==> src/rtl/dmem_arbiter.sv <==
// Two-port arbiter/sequencer in front of the 256x8 byte-addressed data memory.
// Define DMEM_ALIGN_CHECK_EN to reject misaligned requests with err0/err1 instead of truncating.
module dmem_arbiter #(
  parameter int ADDR_W     = 8,
  parameter int DATA_W     = 32,
  parameter int PORT0_PRIO = 0
) (
  input  logic              clk,
  input  logic              reset_n,
  input  logic              req0,
  input  logic              we0,
  input  logic [ADDR_W-1:0] addr0,
  input  logic [DATA_W-1:0] wdata0,
  output logic              ack0,
  input  logic              req1,
  input  logic              we1,
  input  logic [ADDR_W-1:0] addr1,
  input  logic [DATA_W-1:0] wdata1,
  output logic              ack1,
  output logic [DATA_W-1:0] rdata,
  output logic              mem_read,
  output logic              mem_write,
  output logic [ADDR_W-1:0] mem_addr,
  output logic [DATA_W-1:0] mem_wdata,
  input  logic [DATA_W-1:0] mem_rdata
`ifdef DMEM_ALIGN_CHECK_EN
  ,
  output logic              err0,
  output logic              err1
`endif
);

  typedef enum logic [1:0] {IDLE, ACCESS, RESP} stateT;

  stateT             state, nextState;
  logic              rrPtr;
  logic              grantPort;
  logic              latchedWe;
  logic [ADDR_W-1:0] latchedAddr;
  logic [DATA_W-1:0] latchedWdata;
  logic [DATA_W-1:0] rdataReg;
  logic              anyReq;
  logic              pickPort;
  logic              pickWe;
  logic [ADDR_W-1:0] pickAddr;
  logic [DATA_W-1:0] pickWdata;
  logic              pickBad;
`ifdef DMEM_ALIGN_CHECK_EN
  logic              latchedErr;
`endif

  assign anyReq = req0 | req1;

  // Winner selection: a lone requester always wins; a tie goes to rrPtr unless port 0 is fixed-priority.
  always_comb begin
    pickPort = ~req0;
    if (req0 && req1) begin
      pickPort = (PORT0_PRIO != 0) ? 1'b0 : rrPtr;
    end
    pickWe    = pickPort ? we1 : we0;
    pickAddr  = pickPort ? addr1 : addr0;
    pickWdata = pickPort ? wdata1 : wdata0;
    pickBad   = 1'b0;
`ifdef DMEM_ALIGN_CHECK_EN
    pickBad   = (pickAddr[1:0] != 2'b00);
`endif
  end

  always_ff @(posedge clk or negedge reset_n) begin
    if (!reset_n) begin
      state        <= IDLE;
      rrPtr        <= 1'b0;
      grantPort    <= 1'b0;
      latchedWe    <= 1'b0;
      latchedAddr  <= '0;
      latchedWdata <= '0;
      rdataReg     <= '0;
`ifdef DMEM_ALIGN_CHECK_EN
      latchedErr   <= 1'b0;
`endif
    end else begin
      state <= nextState;
      if (state == IDLE && anyReq) begin
        grantPort <= pickPort;
        rrPtr     <= ~pickPort;
        latchedWe <= pickWe;
        // A rejected request must not disturb the memory-facing address/data.
        if (!pickBad) begin
          latchedAddr  <= pickAddr & ~ADDR_W'(3);
          latchedWdata <= pickWdata;
        end
`ifdef DMEM_ALIGN_CHECK_EN
        latchedErr <= pickBad;
`endif
      end
      if (state == ACCESS && !latchedWe) begin
        rdataReg <= mem_rdata;
      end
    end
  end

  always_comb begin
    nextState = state;
    case (state)
      IDLE:    if (anyReq) nextState = pickBad ? RESP : ACCESS;
      ACCESS:  nextState = RESP;
      RESP:    nextState = IDLE;
      default: nextState = IDLE;
    endcase
  end

  // Outputs decode only flops, so the memory sees clean one-cycle strobes.
  always_comb begin
    mem_read  = (state == ACCESS) && !latchedWe;
    mem_write = (state == ACCESS) && latchedWe;
    mem_addr  = latchedAddr;
    mem_wdata = latchedWdata;
    ack0      = (state == RESP) && !grantPort;
    ack1      = (state == RESP) && grantPort;
    rdata     = rdataReg;
`ifdef DMEM_ALIGN_CHECK_EN
    err0      = (state == RESP) && !grantPort && latchedErr;
    err1      = (state == RESP) && grantPort && latchedErr;
`endif
  end

endmodule

==> config.mk <==
export PLATFORM = sky130hd
export DESIGN_NAME = dmem_arbiter
export DESIGN_NICKNAME = d
export VERILOG_FILES = /design/src/rtl/dmem_arbiter.sv
export SDC_FILE = /design/constraint.sdc
export NUM_CORES = 1
export LEC_CHECK = 0
export CAP_MARGIN = 20
export CORE_AREA = 2 2 100 102
export DETAILED_ROUTE_END_ITERATION = 7
export DIE_AREA = 0 0 102 104
export PLACE_DENSITY = 0.71
export SYNTH_ARGS = -nofsm -noshare
export SYNTH_HDL_FRONTEND = slang
export SYNTH_SLANG_ARGS = --single-unit
==> constraint.sdc <==
create_clock -name clk -period 1.7 [get_ports clk]
set_input_delay 0.34 -clock clk [delete_from_list [all_inputs] [get_ports clk]]
set_output_delay 0.34 -clock clk [all_outputs]
set_load 0.1 [all_outputs]
==> summary.md, run 1 <==
| Metric | Value |
|---|---|
| Crit Reg-Reg Startpoint | `state[1]` |
| Chip Width | `102 microns` |
| Clk buf depth | `2` |
| Flop2flop setup slack | `0.09 ns` |
| Crit share post-route | `1.01` |
| Fill count | `689` |
| Slowest cell delay on critical path | `0.42 ns` |
| Routability cong. | `0.713` |
| Cell taking the most area after synthesis | `dfrtp_1` |
| Critical-path maximum fanout | `3` |
| DRT Pass-1 Iters | `4` |
| Row cnt | `36` |
| CP cell instances | `nor2b_4 > nor2b_4 > buf_12 > buf_12` |
| CP delay by family, top | `flip-flops` |
| Slowest-stage cell, CP | `dfrtp_1` |
| RSZ-0062 raised after global routing | `yes` |
| Die outline area | `10600 sq um` |
| Distinct cells, synth | `23` |
| PortBufs | `187` |
| Hpwl dp | `7210 microns` |
| DRC Markers | `0` |
| GRT Resource Usage Total | `0.189` |
| I/O pin total | `194` |
| Vias in the first global route | `2864` |
| DR iter-0 viols | `51` |
| Height of the die | `104 microns` |
| CTS sink count | `75` |
| Critical path class | `flip-flop to output port` |
| Final setup vio count | `1` |
| #FFs+latches synth | `75` |
| CTS Buf Count | `9` |
| Share of post-route cells with drive strength above 1 | `0.351` |
| Slack of the critical path | `-0.0249 ns` |
| Final ANT Viol Nets | `0` |
| Total grt overflow | `0` |
| Synth top area share | `0.572` |
| Avg WL per Cell | `17.6 microns` |
| Outcome | `complete, but fails checks` |
| Crit path capture type | `output port` |
| Vias | `2687` |
| Sequential-to-total area share from yosys stat | `0.572` |
| Syn Area/Cell | `14.8 sq um` |
| Top cells by area, synth | `dfrtp_1 (57%), mux2_4 (13%), a221o_1 (12%)` |
| Max H-tree Level | `3` |
| CP required | `1.36 ns` |
| Violated checks | `negative setup slack` |
| Max-slew violations | `0` |
| P&R area growth vs syn | `93.8%` |
| Critical Path Source Type | `flip-flop` |
| MaxCap Viol Count | `0` |
| Largest net degree at the start of global routing | `36` |
| Yosys warnings | `0` |
| Antenna diodes | `0` |
| Initial antenna violation count | `0` |
| Tmin final | `1.72 ns` |
| Clock transition at path regs | `0.08 ns` |
| First-pass GRT wire length | `15500 microns` |
| CTS tree | `done` |
| Core box area | `9550 sq um` |
| Fmax | `580 MHz` |
| Vias per inst | `4.82` |
| Final clock skew | `0.00516 ns` |
| Worst hold slack | `0.493 ns` |
| CTS Root Cell | `clkbuf_8` |
| Final Hold Fails | `0` |
| Starting Density | `0.344` |
| Class of the worst hold path | `primary input to async pin` |
| Worst path arrival time | `1.38 ns` |
| FF-to-FF End | `rdata[8]` |
| Drt total wl | `9790 microns` |
| Layout net count | `537` |
| Mapped cell area | `3280 sq um` |
| Reg2Reg Depth | `5` |
| Worst-Skew Late Latency | `0.35 ns` |
| Syn Inst Count | `222` |
| Critical path buffer and inverter count | `2` |
[worst register-to-register path, stage by stage, from the launching register on]
cell and delay [ns]:
dfrtp_1 0.42, nor2b_4 0.14, nor2b_4 0.19, buf_4 0.15, bufbuf_16 0.29, mux2_4 0.31
[per-layer routing]
metal	vias to the layer above	part of all wire	global-route usage
li1	1240	-	-
met1	1304	0.39	0.229
met2	131	0.50	0.308
met3	12	0.10	0.0733
met4	0	0.014	0.0571
met5	-	0	0
[synthesized netlist by cell type]
cell type,instances
conb_1,1
clkbuf_1,8
buf_12,3
buf_6,6
mux2_4,29
a221o_1,39
and3_1,40
a22o_1,1
nor2_2,1
nor3b_1,1
buf_2,4
o21ai_2,1
nor2b_4,1
a21o_1,1
buf_4,2
dfrtp_1,75
and3b_2,1
a21boi_2,1
inv_1,1
mux2_2,3
and2_2,1
nor2b_2,1
nand2b_1,1
[layout by cell type (no fill, tap or decap), types with 2 or more instances in the layout]
| cell type | n |
|---|---|
| clkdlybuf4s50_1 | 112 |
| buf_12 | 81 |
| dfrtp_1 | 75 |
| and3_1 | 40 |
| a221o_1 | 39 |
| mux2_4 | 29 |
| buf_4 | 13 |
| clkbuf_8 | 10 |
| mux2_2 | 3 |
| nor2b_4 | 2 |
| conb_1 | 2 |
| clkinvlp_4 | 2 |
| clkbuf_1 | 2 |
[how the worst max path moves through the flow]
stage,endpoint,cells past startpoint,startpoint,slack (ns)
after detailed placement,mem_wdata[15],5,req1,-0.11
after global routing,mem_read,4,state[1],-0.10
after CTS,mem_read,4,state[1],-0.06
after global placement,mem_wdata[7],5,req1,-0.06
after floorplan,ack0,1,state[0],0.09
final,mem_read,4,state[1],-0.02
[area by class of cell]
type,count,area [sq um],area share
timing repair buffer,208,2880,0.453
inverter,1,3.75,0.000590
sequential,75,1880,0.295
multi-input combinational,124,1240,0.194
tap,133,166,0.0262
clock inverter,4,50.0,0.00787
clock buffer,12,145,0.0228
[kinds of logic (layout without fill, tap and decap cells)]
logic type             Yosys count  in the layout  synth area share
and+or+nand+nor                 47             47            0.0945
buffers and inverters           24            225            0.0598
muxes                           32             32             0.143
AOI/OAI and AO/OA               43             43             0.130
DFF                             75             75             0.572
other                            1              2           0.00114
[sequential cells by signal, summed over array words and instances (netlist names)]
name       cells
latchedWe      1
mem_wdata     32
rdata         32
state          2
grantPort      1
mem_addr       6
rrPtr          1
[repair_timing]
item,in CTS,in global routing
resized for setup,0,1
hold buffers,1,0
pin swaps,0,1
setup endpoints to repair,2,3
cloned,1,0
endpoints found under the hold margin,32,0
setup buffers,4,0
[stage by stage]
step | utilization | std cells | setup slack, ns | area, sq um | TNS, ns
5_1_grt | 0.666 | 557 | -0.104 | 6360 | -0.161
3_5_place_dp | 0.638 | 535 | -0.114 | 6090 | -3.00
4_1_cts | 0.666 | 557 | -0.0611 | 6360 | -0.0611
3_3_place_gp | 0.638 | 535 | -0.0626 | 6090 | -1.54
2_1_floorplan | - | 223 | 0.0891 | 3300 | 0
6_report | 0.666 | 557 | -0.0249 | 6360 | -0.0249
Power of run 1 is left out: the tool's default activity adds up to more than one toggle a clock period on the data nets, which glitch-free logic cannot reach.
==> inputs of run 2 (changes only) <==
CTS_CLUSTER_DIAMETER = 40   (was unset)
==> results of run 2 <==
Final layout, timing and power as in run 1 (identical DEF).
Power of run 2 is left out for the same reason.
